<file path="config.mk">
export PLATFORM = sky130hd
export DESIGN_NAME = saph_fpu_arbiter
export DESIGN_NICKNAME = d
export VERILOG_FILES = /design/src/rtl/saph_fpu_pkg.sv /design/src/rtl/saph_rr_pick.sv /design/src/rtl/saph_fpu_arbiter.sv
export SDC_FILE = /design/constraint.sdc
export NUM_CORES = 1
export LEC_CHECK = 0
export ABC_AREA = 1
export ABC_CLOCK_PERIOD_IN_PS = 1500
export CAP_MARGIN = 30
export CORE_AREA = 2 2 106 108
export CTS_CLUSTER_DIAMETER = 40
export DETAILED_ROUTE_END_ITERATION = 12
export DIE_AREA = 0 0 108 110
export SYNTH_ARGS = -nofsm -noshare
export SYNTH_HDL_FRONTEND = slang
export SYNTH_SLANG_ARGS = --single-unit
</file>
<file path="constraint.sdc">
create_clock -name clk -period 1.5 [get_ports clk]
set_input_delay 0.225 -clock clk [delete_from_list [all_inputs] [get_ports clk]]
set_output_delay 0.225 -clock clk [all_outputs]
set_load 0.02 [all_outputs]
</file>
<file path="src/rtl/saph_fpu_pkg.sv">
// Shared types for the FPU arbiter: operand word, operation mode, and tag id sizing.
package saph_fpu_pkg;

    typedef logic [31:0] float;

    typedef enum logic [1:0] {
        FPU_ADD = 2'd0,
        FPU_SUB = 2'd1,
        FPU_MUL = 2'd2,
        FPU_FMA = 2'd3
    } fpu_mode_t;

    // Tag id width for a given requester count; a single requester still carries a 1-bit id.
    // The tag struct itself is declared where GPUS is known, sized by this helper.
    function automatic int tag_id_w(input int gpus);
        return (gpus > 1) ? $clog2(gpus) : 1;
    endfunction

endpackage

</file>
<file path="src/rtl/saph_rr_pick.sv">
// Combinational round-robin picker: first requester at or after ptr (wrapping) wins.
module saph_rr_pick #(
    parameter int N  = 2,
    parameter int IW = 1
) (
    input  logic [N-1:0]  req,
    input  logic [IW-1:0] ptr,
    output logic [N-1:0]  gnt,
    output logic [IW-1:0] idx,
    output logic          any
);

    always_comb begin
        gnt = '0;
        idx = '0;
        any = 1'b0;
        for (int k = 0; k < N; k++) begin
            for (int i = 0; i < N; i++) begin
                if (!any && req[i] && (i == (int'(ptr) + k) % N)) begin
                    any    = 1'b1;
                    gnt[i] = 1'b1;
                    idx    = IW'(i);
                end
            end
        end
    end

endmodule

</file>
<file path="src/rtl/saph_fpu_arbiter.sv">
// Round-robin share of one fixed-latency FPU among GPUS cores, with a tag pipe routing results back.
// Optional SAPH_FPU_ARB_STATS_EN adds per-GPU grant/stall counters.
module saph_fpu_arbiter
    import saph_fpu_pkg::*;
#(
    parameter  int GPUS    = 2,
    parameter  int LATENCY = 3,
    localparam int IW      = tag_id_w(GPUS),
    localparam int CW      = $clog2(LATENCY + 1)
) (
    input  logic              clk,
    input  logic              rst,
    input  logic [GPUS-1:0]   gpu_d_trig,
    input  logic [GPUS*32-1:0] gpu_d_lhs,
    input  logic [GPUS*32-1:0] gpu_d_rhs,
    input  logic [GPUS*2-1:0] gpu_d_mode,
    output logic [GPUS-1:0]   gpu_d_ready,
    output logic [GPUS-1:0]   gpu_q_trig,
    output float              gpu_q_res,
    output logic              fpu_d_trig,
    output float              fpu_d_lhs,
    output float              fpu_d_rhs,
    output fpu_mode_t         fpu_d_mode,
    input  logic              fpu_d_ready,
    input  logic              fpu_q_trig,
    input  float              fpu_q_res,
    output logic [CW-1:0]     inflight,
    output logic              err
`ifdef SAPH_FPU_ARB_STATS_EN
    ,
    output logic [GPUS*16-1:0] stat_grants,
    output logic [GPUS*16-1:0] stat_stalls
`endif
);

    typedef struct packed {
        logic          valid;
        logic [IW-1:0] id;
    } fpu_tag_t;

    logic [GPUS-1:0] gnt;
    logic [IW-1:0]   win_idx;
    logic [IW-1:0]   rr_ptr;
    logic            any_req;
    logic            accept;
    logic [31:0]     lhs_mux;
    logic [31:0]     rhs_mux;
    logic [1:0]      mode_mux;
    fpu_tag_t        tags [LATENCY];
    fpu_tag_t        last;

    saph_rr_pick #(.N(GPUS), .IW(IW)) u_pick (
        .req (gpu_d_trig),
        .ptr (rr_ptr),
        .gnt (gnt),
        .idx (win_idx),
        .any (any_req)
    );

    assign accept      = any_req & fpu_d_ready;
    assign gpu_d_ready = gnt & {GPUS{fpu_d_ready}};
    assign fpu_d_trig  = any_req;
    assign last        = tags[LATENCY-1];
    assign gpu_q_res   = fpu_q_res;

    // One-hot OR-mux; an idle cycle leaves the FPU operands at zero.
    always_comb begin
        lhs_mux  = '0;
        rhs_mux  = '0;
        mode_mux = '0;
        for (int i = 0; i < GPUS; i++) begin
            if (gnt[i]) begin
                lhs_mux  = lhs_mux  | gpu_d_lhs[i*32 +: 32];
                rhs_mux  = rhs_mux  | gpu_d_rhs[i*32 +: 32];
                mode_mux = mode_mux | gpu_d_mode[i*2 +: 2];
            end
        end
    end

    assign fpu_d_lhs  = lhs_mux;
    assign fpu_d_rhs  = rhs_mux;
    assign fpu_d_mode = fpu_mode_t'(mode_mux);

    always_comb begin
        gpu_q_trig = '0;
        if (fpu_q_trig && last.valid) begin
            gpu_q_trig[last.id] = 1'b1;
        end
    end

    always_ff @(posedge clk or posedge rst) begin
        if (rst) begin
            rr_ptr   <= '0;
            inflight <= '0;
            err      <= 1'b0;
            for (int i = 0; i < LATENCY; i++) begin
                tags[i] <= '0;
            end
        end else begin
            if (accept) begin
                rr_ptr <= (int'(win_idx) == GPUS - 1) ? '0 : win_idx + IW'(1);
            end
            tags[0] <= '{valid: accept, id: win_idx};
            for (int i = 1; i < LATENCY; i++) begin
                tags[i] <= tags[i-1];
            end
            // Accept and retire can coincide; the count never exceeds LATENCY.
            inflight <= inflight + CW'(accept) - CW'(last.valid);
            if (fpu_q_trig != last.valid) begin
                err <= 1'b1;
            end
        end
    end

`ifdef SAPH_FPU_ARB_STATS_EN
    always_ff @(posedge clk or posedge rst) begin
        if (rst) begin
            stat_grants <= '0;
            stat_stalls <= '0;
        end else begin
            for (int i = 0; i < GPUS; i++) begin
                stat_grants[i*16 +: 16] <= stat_grants[i*16 +: 16] + 16'(gpu_d_trig[i] & gpu_d_ready[i]);
                stat_stalls[i*16 +: 16] <= stat_stalls[i*16 +: 16] + 16'(gpu_d_trig[i] & ~gpu_d_ready[i]);
            end
        end
    end
`endif

endmodule
</file>
* After elaboration in Yosys (flattened, before gate mapping)
Index checks and enable logic that the tools add are counted.
** Operators by class
- Add/sub/neg operators :: 4
- Order comparisons :: 2
- Equal/unequal tests :: 2
- Multiplexer cells :: 19
- Bitwise gates (word level) :: 6
- Reduce and logical (&&, ||, !) cells :: 14
** Operator list (count)
- $mux W32 :: 4
- $logic_not A32 Y1 :: 2
- $or A32 B32 Y32 :: 2
- $mux W1 :: 11
- $logic_and A1 B1 Y1 :: 9
- $mux W2 :: 3
- $logic_not A1 Y1 :: 3
- $add A1 B1 Y1 const B :: 2
- $add A2 B1 Y2 :: 1
- $and A2 B2 Y2 :: 1
- $eq A2 B2 Y1 const A :: 1
- $lt A1 B2 Y1 const B :: 1
- $or A2 B2 Y2 :: 1
- $sub A2 B1 Y2 :: 1
- $and A1 B1 Y1 :: 1
- $and A1 B1 Y1 const A :: 1
- $demux W1 S1 :: 1
- $ge A1 B1 Y1 const B :: 1
- $ne A1 B1 Y1 :: 1
** Word-level totals
- Bits in registers :: 10
- Input bits :: 170
- Output and inout bits :: 106
- Word-level logic and storage cells :: 56

* Longest topological paths before layout
Gate-level depths: netlist of run 1.
- Depth in word-level cells :: 18
- Gate-level depth with buffers :: 10
- Depth with buffers taken out :: 9

* Hierarchy
A second synthesis of run 1 with hierarchy kept.
** Unflattened totals
- Cell total of the unflattened synthesis :: 288
- Area total of the unflattened synthesis :: 1486.4 um2
** Modules (own cells, without submodules)
- saph_fpu_arbiter :: instances 1, cells each 281, area an instance 1456.4 um2
- saph_rr_pick :: instances 1, cells each 7, area an instance 30.0 um2

* Least setup slack after synthesis of run 1
Ideal clock, no wire load.
- Path type :: input port to flip-flop
- Start :: input port gpu_d_trig[0]
- End :: register inflight[1]
- Arrival time :: 1271 ps
- Required time :: 1384 ps
- Path slack :: 112 ps
- Cell stages on the path :: 9
- Cell sequence :: buf_2 inv_2 nand2_1 nand2_1 ha_1 inv_1 ha_1 nand3_1 nand2_1
** Between the ends
- Longest elaborated chain between the ends :: 17
** Ends and longest elaborated chain
- from (decl) :: line saph_fpu_arbiter.sv:13 : input logic [GPUS-1:0] gpu_d_trig,
- $logic_and A1 B1 Y1 :: line saph_rr_pick.sv:19 : if (!any && req[i] && (i == (int'(ptr) + k) % N)) begin
- $mux W1 :: line saph_rr_pick.sv:19
- $logic_not A1 Y1 :: line saph_rr_pick.sv:19
- $logic_and A1 B1 Y1 (2 in series) :: line saph_rr_pick.sv:19
- $mux W1 :: line saph_rr_pick.sv:19
- $logic_not A1 Y1 :: line saph_rr_pick.sv:19
- $logic_and A1 B1 Y1 (2 in series) :: line saph_rr_pick.sv:19
- $mux W1 (*) :: line saph_rr_pick.sv:19
- $logic_not A1 Y1 :: line saph_rr_pick.sv:19
- $logic_and A1 B1 Y1 (2 in series) :: line saph_rr_pick.sv:19
- $mux W1 (*) :: line saph_rr_pick.sv:19
- net fpu_d_trig :: line saph_fpu_arbiter.sv:20 : output logic fpu_d_trig,
- $and A1 B1 Y1 (*) :: line saph_fpu_arbiter.sv:60 : assign accept = any_req & fpu_d_ready;
- $add A2 B1 Y2 (*) :: line saph_fpu_arbiter.sv:108 : inflight <= inflight + CW'(accept) - CW'(last.valid);
- $sub A2 B1 Y2 (*) :: line saph_fpu_arbiter.sv:108
- to (signal assigned) :: line saph_fpu_arbiter.sv:108
- to (decl) :: line saph_fpu_arbiter.sv:27 : output logic [CW-1:0] inflight,
The timed path passes the listed nets; every way through them passes the cells marked *.
A chain may end at the register's enable or synchronous reset.

* Worst setup path after layout of run 1
- Start :: register rr_ptr
- End :: output port fpu_d_lhs[22]
** Between the ends
- Longest elaborated chain between the ends :: 16
- Elaborated cells between the ends (all ways) :: 24
- Classes of those cells :: add/sub: 1; eq/ne: 1; mux: 8; bitwise: 2; reduce/logical: 12
** Ends and longest elaborated chain
- from (decl) :: line saph_fpu_arbiter.sv:43 : logic [IW-1:0] rr_ptr;
- from (signal assigned) :: line saph_fpu_arbiter.sv:101 : rr_ptr <= (int'(win_idx) == GPUS - 1) ? '0 : win_idx + IW'(1);
- $logic_not A32 Y1 :: line saph_rr_pick.sv:19
- $logic_and A1 B1 Y1 :: line saph_rr_pick.sv:19
- $mux W1 :: line saph_rr_pick.sv:19
- $logic_not A1 Y1 :: line saph_rr_pick.sv:19
- $logic_and A1 B1 Y1 (2 in series) :: line saph_rr_pick.sv:19
- $mux W1 :: line saph_rr_pick.sv:19
- $logic_not A1 Y1 :: line saph_rr_pick.sv:19
- $logic_and A1 B1 Y1 (2 in series) :: line saph_rr_pick.sv:19
- $mux W1 :: line saph_rr_pick.sv:19
- $logic_not A1 Y1 :: line saph_rr_pick.sv:19
- $logic_and A1 B1 Y1 (2 in series) :: line saph_rr_pick.sv:19
- $mux W1 :: line saph_rr_pick.sv:19
- $mux W32 (*) :: line saph_fpu_arbiter.sv:72 : if (gnt[i]) begin
- to (decl) :: line saph_fpu_arbiter.sv:21 : output float fpu_d_lhs,
Mark *: on every way between the ends. The rest lies on a longest branch, timed or not.

==> results of run 1 <==
==> repair_timing <==
item / CTS / global route
pin swaps: 12 / 19
gates resized for setup: 416 / 126
gates cloned: 7 / 9
setup buffers: 11 / 6
setup endpoints to repair: 72 / 70
==> through the flow <==
stage	std cells	utilization, %	power [mW]	cell area [um^2]
final	638	44.1	2.85	4720
after global routing	638	44.1	3.02	4720
after CTS	628	39.1	2.58	4180
after global placement	606	34.4	1.94	3680
after floorplan	294	-	1.16	1610
after detailed placement	606	34.4	1.96	3680
==> synth_stat cells <==
master / instances / area (um^2)
clkbuf_1: 7 / 26.3
buf_4: 34 / 255
nand2_1: 143 / 537
buf_2: 9 / 45.0
inv_2: 1 / 3.75
buf_6: 4 / 45.0
a21boi_0: 1 / 7.51
nand3_1: 68 / 340
nand2_2: 2 / 12.5
or2_2: 1 / 6.26
ha_1: 3 / 37.5
nor2_1: 1 / 3.75
dfrtp_1: 10 / 250
inv_1: 10 / 37.5
==> final timing paths <==
check	startpoint	endpoint	slack, ns	cells past startpoint
worst max-delay path	rr_ptr	fpu_d_lhs[22]	-0.17	7
min in group clk	tags[5]	tags[3]	0.35	0
max in group asynchronous	rst	last[0]	0.97	2
worst min register to register	tags[5]	tags[3]	0.35	0
worst min-delay path	rst	inflight[1]	0.26	2
worst max register to register	rr_ptr	tags[4]	0.28	5
==> registers in the layout, summed over array words and instances (netlist names) <==
register and flops:
err 1, inflight 2, last 2, rr_ptr 1
tags 4
==> area by class of cell <==
class                           count  area [um^2]
Fill cell                        1057         5980
Clock buffer                        4         55.1
Tap cell                          140          175
Timing Repair Buffer              253         2880
Sequential cell                    10          250
Inverter                           11         41.3
Multi-Input combinational cell    220         1320
==> report_power, final <==
part / internal, mW / total (mW) / switching (mW)
sequential: 0.316 / 0.345 / 0.0294
clock: 0.230 / 0.331 / 0.101
combinational: 1.19 / 2.17 / 0.980
total: 1.74 / 2.85 / 1.11
==> routing by layer <==
metal  wire length (um)  global-route usage, %
met1               3510                   13.6
met5                  0                      0
met2               5360                   25.0
met4                268                   4.21
met3                838                   3.88
==> cells by family (layout without fill, tap and decap cells) <==
group	after synthesis	in the layout	share of synthesized area [%]
buffers and inverters	65	268	25.7
flip-flops	10	10	15.6
AO/OA/AOI/OAI	1	1	0.467
AND/OR/NAND/NOR	215	216	56.0
adder cells (fa/ha/maj)	3	3	2.33
==> worst reg2reg max path, cell delays in order, from the launching register on <==
cell	delay, ns
dfrtp_1	0.41
nand2_4	0.14
buf_4	0.16
nand2_8	0.08
clkbuf_16	0.18
buf_4	0.14
==> reports/metrics.cfg, run 1 <==
[global_route]
grt_pass1_wl_mm=12.1
grt_util_all_layers_pct=13.0
grt-ovfl-total=0
grt_max_degree=28
grt_pass1_vias=2500
antenna_found_initial=0

[floorplanning]
die_w_um=108
die-height_um=110
io_pins=276
start_util_pct=15.0
std_cell_rows=38
die_area_um2=11900
core_area_um2=10700

[logic_synthesis]
synth_seq_cells=10
synthCells=294
avgSynthCellArea_um2=5.47
synth_nets=467
synth_cell_types=14
seq_area_frac_synth_pct=15.6
synthesis.area_um2=1610
yosysWarningCount=0

[worst_setup_path]
worst_setup_path_start_kind=register
end_kind=output port
crit_required_ns=1.27
critPathMaxStageDelay_ns=0.41
path_common_cell=nand2_1
path_cells=nand2_4, buf_4, nand2_8, clkbuf_16, nand2_1, nand2_1, buf_6
critPathArrivalTime_ns=1.45
slowest_stage=dfrtp_1
critPathBufInv=3
cp_top_family=buffers and inverters
crit_fanout=6
critPathKind=register to output port

[flow_run]
drv_cap=0

[outcome]
violations=negative setup slack
status=complete, but fails checks

[sta]
rsz0062_at_grt=true
drv_slew=0
finalSetupViolCount=68
fin_setup_tns_ns=-10.34
post-route-period-util_pct=111
slew_headroom_pct=75.4
hold_ws_ns=0.263
tightest_slew_ns=0.369
period_needed_ns=1.67
hold_viol=0
clock.fmax_ghz=0.598
fin_ws_ns=-0.171
skew_ns=0.00219

[hold_path]
min_path_type=input pin to async pin

[clock_tree]
cts_tree=built
numClockSinks=10
cts_buffers=3
clock_latency_ns=0.23
holdBufCountCts=0
clk_pin_slew_ns=0.05
cts_buffer_depth=2
h-tree-depth=1
root_buffer=clkbuf_8

[placed_design]
gp_congestion=0.724
pre_cts_ws_ns=-0.711
numPortBuffers=211
hpwlAfterDp_mm=6.14

[route]
wl_mm=9.98
drc=0
drt-initial-drc-count=56
routedWlPerCell_um=15.6
via_per_inst=4.20
ant_nets=0
firstDrtPassIters=4
vias=2680

[cells_and_area]
fin_nets=672
drive_gt1_share_pct=44.0
final_common_cell=clkdlybuf4s50_1
final_cell_mix=clkdlybuf4s50_1, buf_6, nand2_2, nand2_1, nand3_1
diodes=0
syn2layout_area_growth_pct=194

[power]
power.density_nw_per_um2=604
ir_drop_v=0.000275
p_leak_nw=2.26

Note: power is estimated with default switching activity, not from simulation.
==> run 2: changes to the inputs <==
ABC_CLOCK_PERIOD_IN_PS = 1600   (was 1500)
clock period = 1.6 ns   (was 1.5 ns; I/O delays follow)
==> run 2 against run 1 <==
Effect of this change: the run still ends with negative setup slack left; global-route usage grew 0.57 points; cell area grew 3.6%; sequential cell count stayed put; core utilization rose by 1.6 points; first-iteration DRC count is 91% higher; total power fell by 4.2%; highest routed layer unchanged.
==> reports/metrics.cfg, run 2 (synthesis results as in run 1) <==
[outcome]
status=complete, but fails checks
violations=negative setup slack

[cells_and_area]
final_common_cell=clkdlybuf4s50_1
syn2layout_area_growth_pct=204
postLayoutCoreUtil_pct=45.7
final_cell_mix=clkdlybuf4s50_1, buf_6, nand2_2, nand2_4, nand3_1
diodes=0
drive_gt1_share_pct=52.1
layoutNonFillerInstCount=629
top_register=tags
fin_nets=663
largest_register_ffs=4

[route]
firstDrtPassIters=4
drt-initial-drc-count=107
ant_nets=0
routedWlPerCell_um=15.1
via_per_inst=4.24
drc=0
wl_mm=9.51
vias=2665

[floorplanning]
std_cell_rows=38
core_area_um2=10700
die-height_um=110
start_util_pct=15.0
die_area_um2=11900
io_pins=276
die_w_um=108

[clock_tree]
cts_buffers=3
cts_tree=built
clk_pin_slew_ns=0.05
root_buffer=clkbuf_8
h-tree-depth=1
clock_latency_ns=0.23
cts_buffer_depth=2
numClockSinks=10
holdBufCountCts=0

[worst_setup_path]
crit_fanout=5
critPathArrivalTime_ns=1.46
crit_required_ns=1.36
end_kind=output port
critPathKind=register to output port
r2r_slack_ns=0.28
worst_setup_path_start_kind=register
cp-startpoint=rr_ptr
worstReg2RegEnd=tags[4]
r2r_cells=6
crit_end=fpu_d_rhs[1]
reg2reg_from=rr_ptr

[placed_design]
hpwlAfterDp_mm=6.10
pre_cts_ws_ns=-0.613
numPortBuffers=211
gp_congestion=0.721
dp_cells=606

[global_route]
grt_pass1_wl_mm=12.8
antenna_found_initial=0
grt_max_degree=30
grt_util_all_layers_pct=13.6
grt_pass1_vias=2642
grt-ovfl-total=0

[sta]
drv_slew=0
period_needed_ns=1.70
finalSetupViolCount=60
tightest_slew_ns=0.373
clock.fmax_ghz=0.589
fin_ws_ns=-0.0987
skew_ns=0.00132
hold_viol=0
rsz0062_at_grt=true
slew_headroom_pct=75.1
hold_ws_ns=0.277
post-route-period-util_pct=106

[power]
clkPwrFrac_pct=11.4
pwr-share-comb_pct=76.8
ir_drop_v=0.000286
pwr-share-seq_pct=11.8
power.switching_mw=1.10
switching_share_pct=40.4
p_leak_nw=2.44
power.density_nw_per_um2=558
intPower_mw=1.63

[flow_run]
drv_cap=0

[hold_path]
min_path_type=input pin to async pin

[run 2: cell types whose count changed in the layout (fill, tap and decap cells not counted), moves of 2 or more]
cell / before / now
buf_12: 14 / 7
buf_16: 3 / 6
buf_2: 3 / 1
buf_4: 12 / 14
clkbuf_16: 7 / 2
nand2_1: 68 / 19
nand2_4: 8 / 57
nand3_1: 48 / 52
nand3_2: 19 / 14
[run 2: worst min-delay path by stage]
stage	slack [ns]	cells past startpoint	endpoint	startpoint
after global routing	0.31	2	tags[3]	rst
after CTS	0.29	2	err	rst
after detailed placement	0.34	0	tags[3]	tags[5]
after floorplan	0.08	1	err	rst
after global placement	0.33	0	last[0]	tags[2]
final	0.28	2	err	rst
[run 2: area by class of cell]
class | instances | area (um^2)
sequential | 10 | 250
clock buffer | 4 | 55.1
timing repair buffer | 245 | 2720
multi-input combinational | 219 | 1650
fill | 1045 | 5810
inverter | 11 | 41.3
tap | 140 | 175
[run 2: stage by stage]
stage	total power [mW]	area, um^2	TNS (ns)
after detailed placement	1.83	3680	-40.11
after global placement	1.82	3680	-39.00
final	2.73	4890	-3.03
after global routing	2.88	4890	-6.72
after CTS	2.52	4370	-4.55
after floorplan	1.09	1610	0
[run 2: repair_timing]
item                                    CTS  global route
gates resized for setup                 482           156
pin swaps                                11            27
setup buffers                             8             3
endpoints found under the setup margin   71            70
hold endpoints to repair                  0             0
cloned                                    8             3
[run 2: layer usage]
metal,wire length [um],global-route usage (%),share of wire (%),vias up
met2,5270,26.8,55,143
met3,858,3.35,9.0,12
met4,184,3.94,1.9,0
met5,0,0,0,-
met1,3190,14.2,34,1221
li1,-,-,-,1289
[run 2: worst max-delay path, stage by stage (launching register included)]
cell and delay [ns]:
dfrtp_1 0.42, nand2_4 0.14, buf_6 0.13, buf_8 0.13
clkbuf_16 0.16, nand3_2 0.07, nand2_2 0.07, buf_6 0.11
[run 2: power by group through the flow]
| stage | registers (mW) | clock network, mW | logic (mW) |
|---|---|---|---|
| 6_report | 0.321 | 0.311 | 2.10 |
| 4_1_cts | 0.322 | 0.322 | 1.88 |
| 3_3_place_gp | 0.324 | 0 | 1.50 |
| 2_1_floorplan | 0.352 | 0 | 0.735 |
| 3_5_place_dp | 0.324 | 0 | 1.51 |
| 5_1_grt | 0.327 | 0.330 | 2.22 |
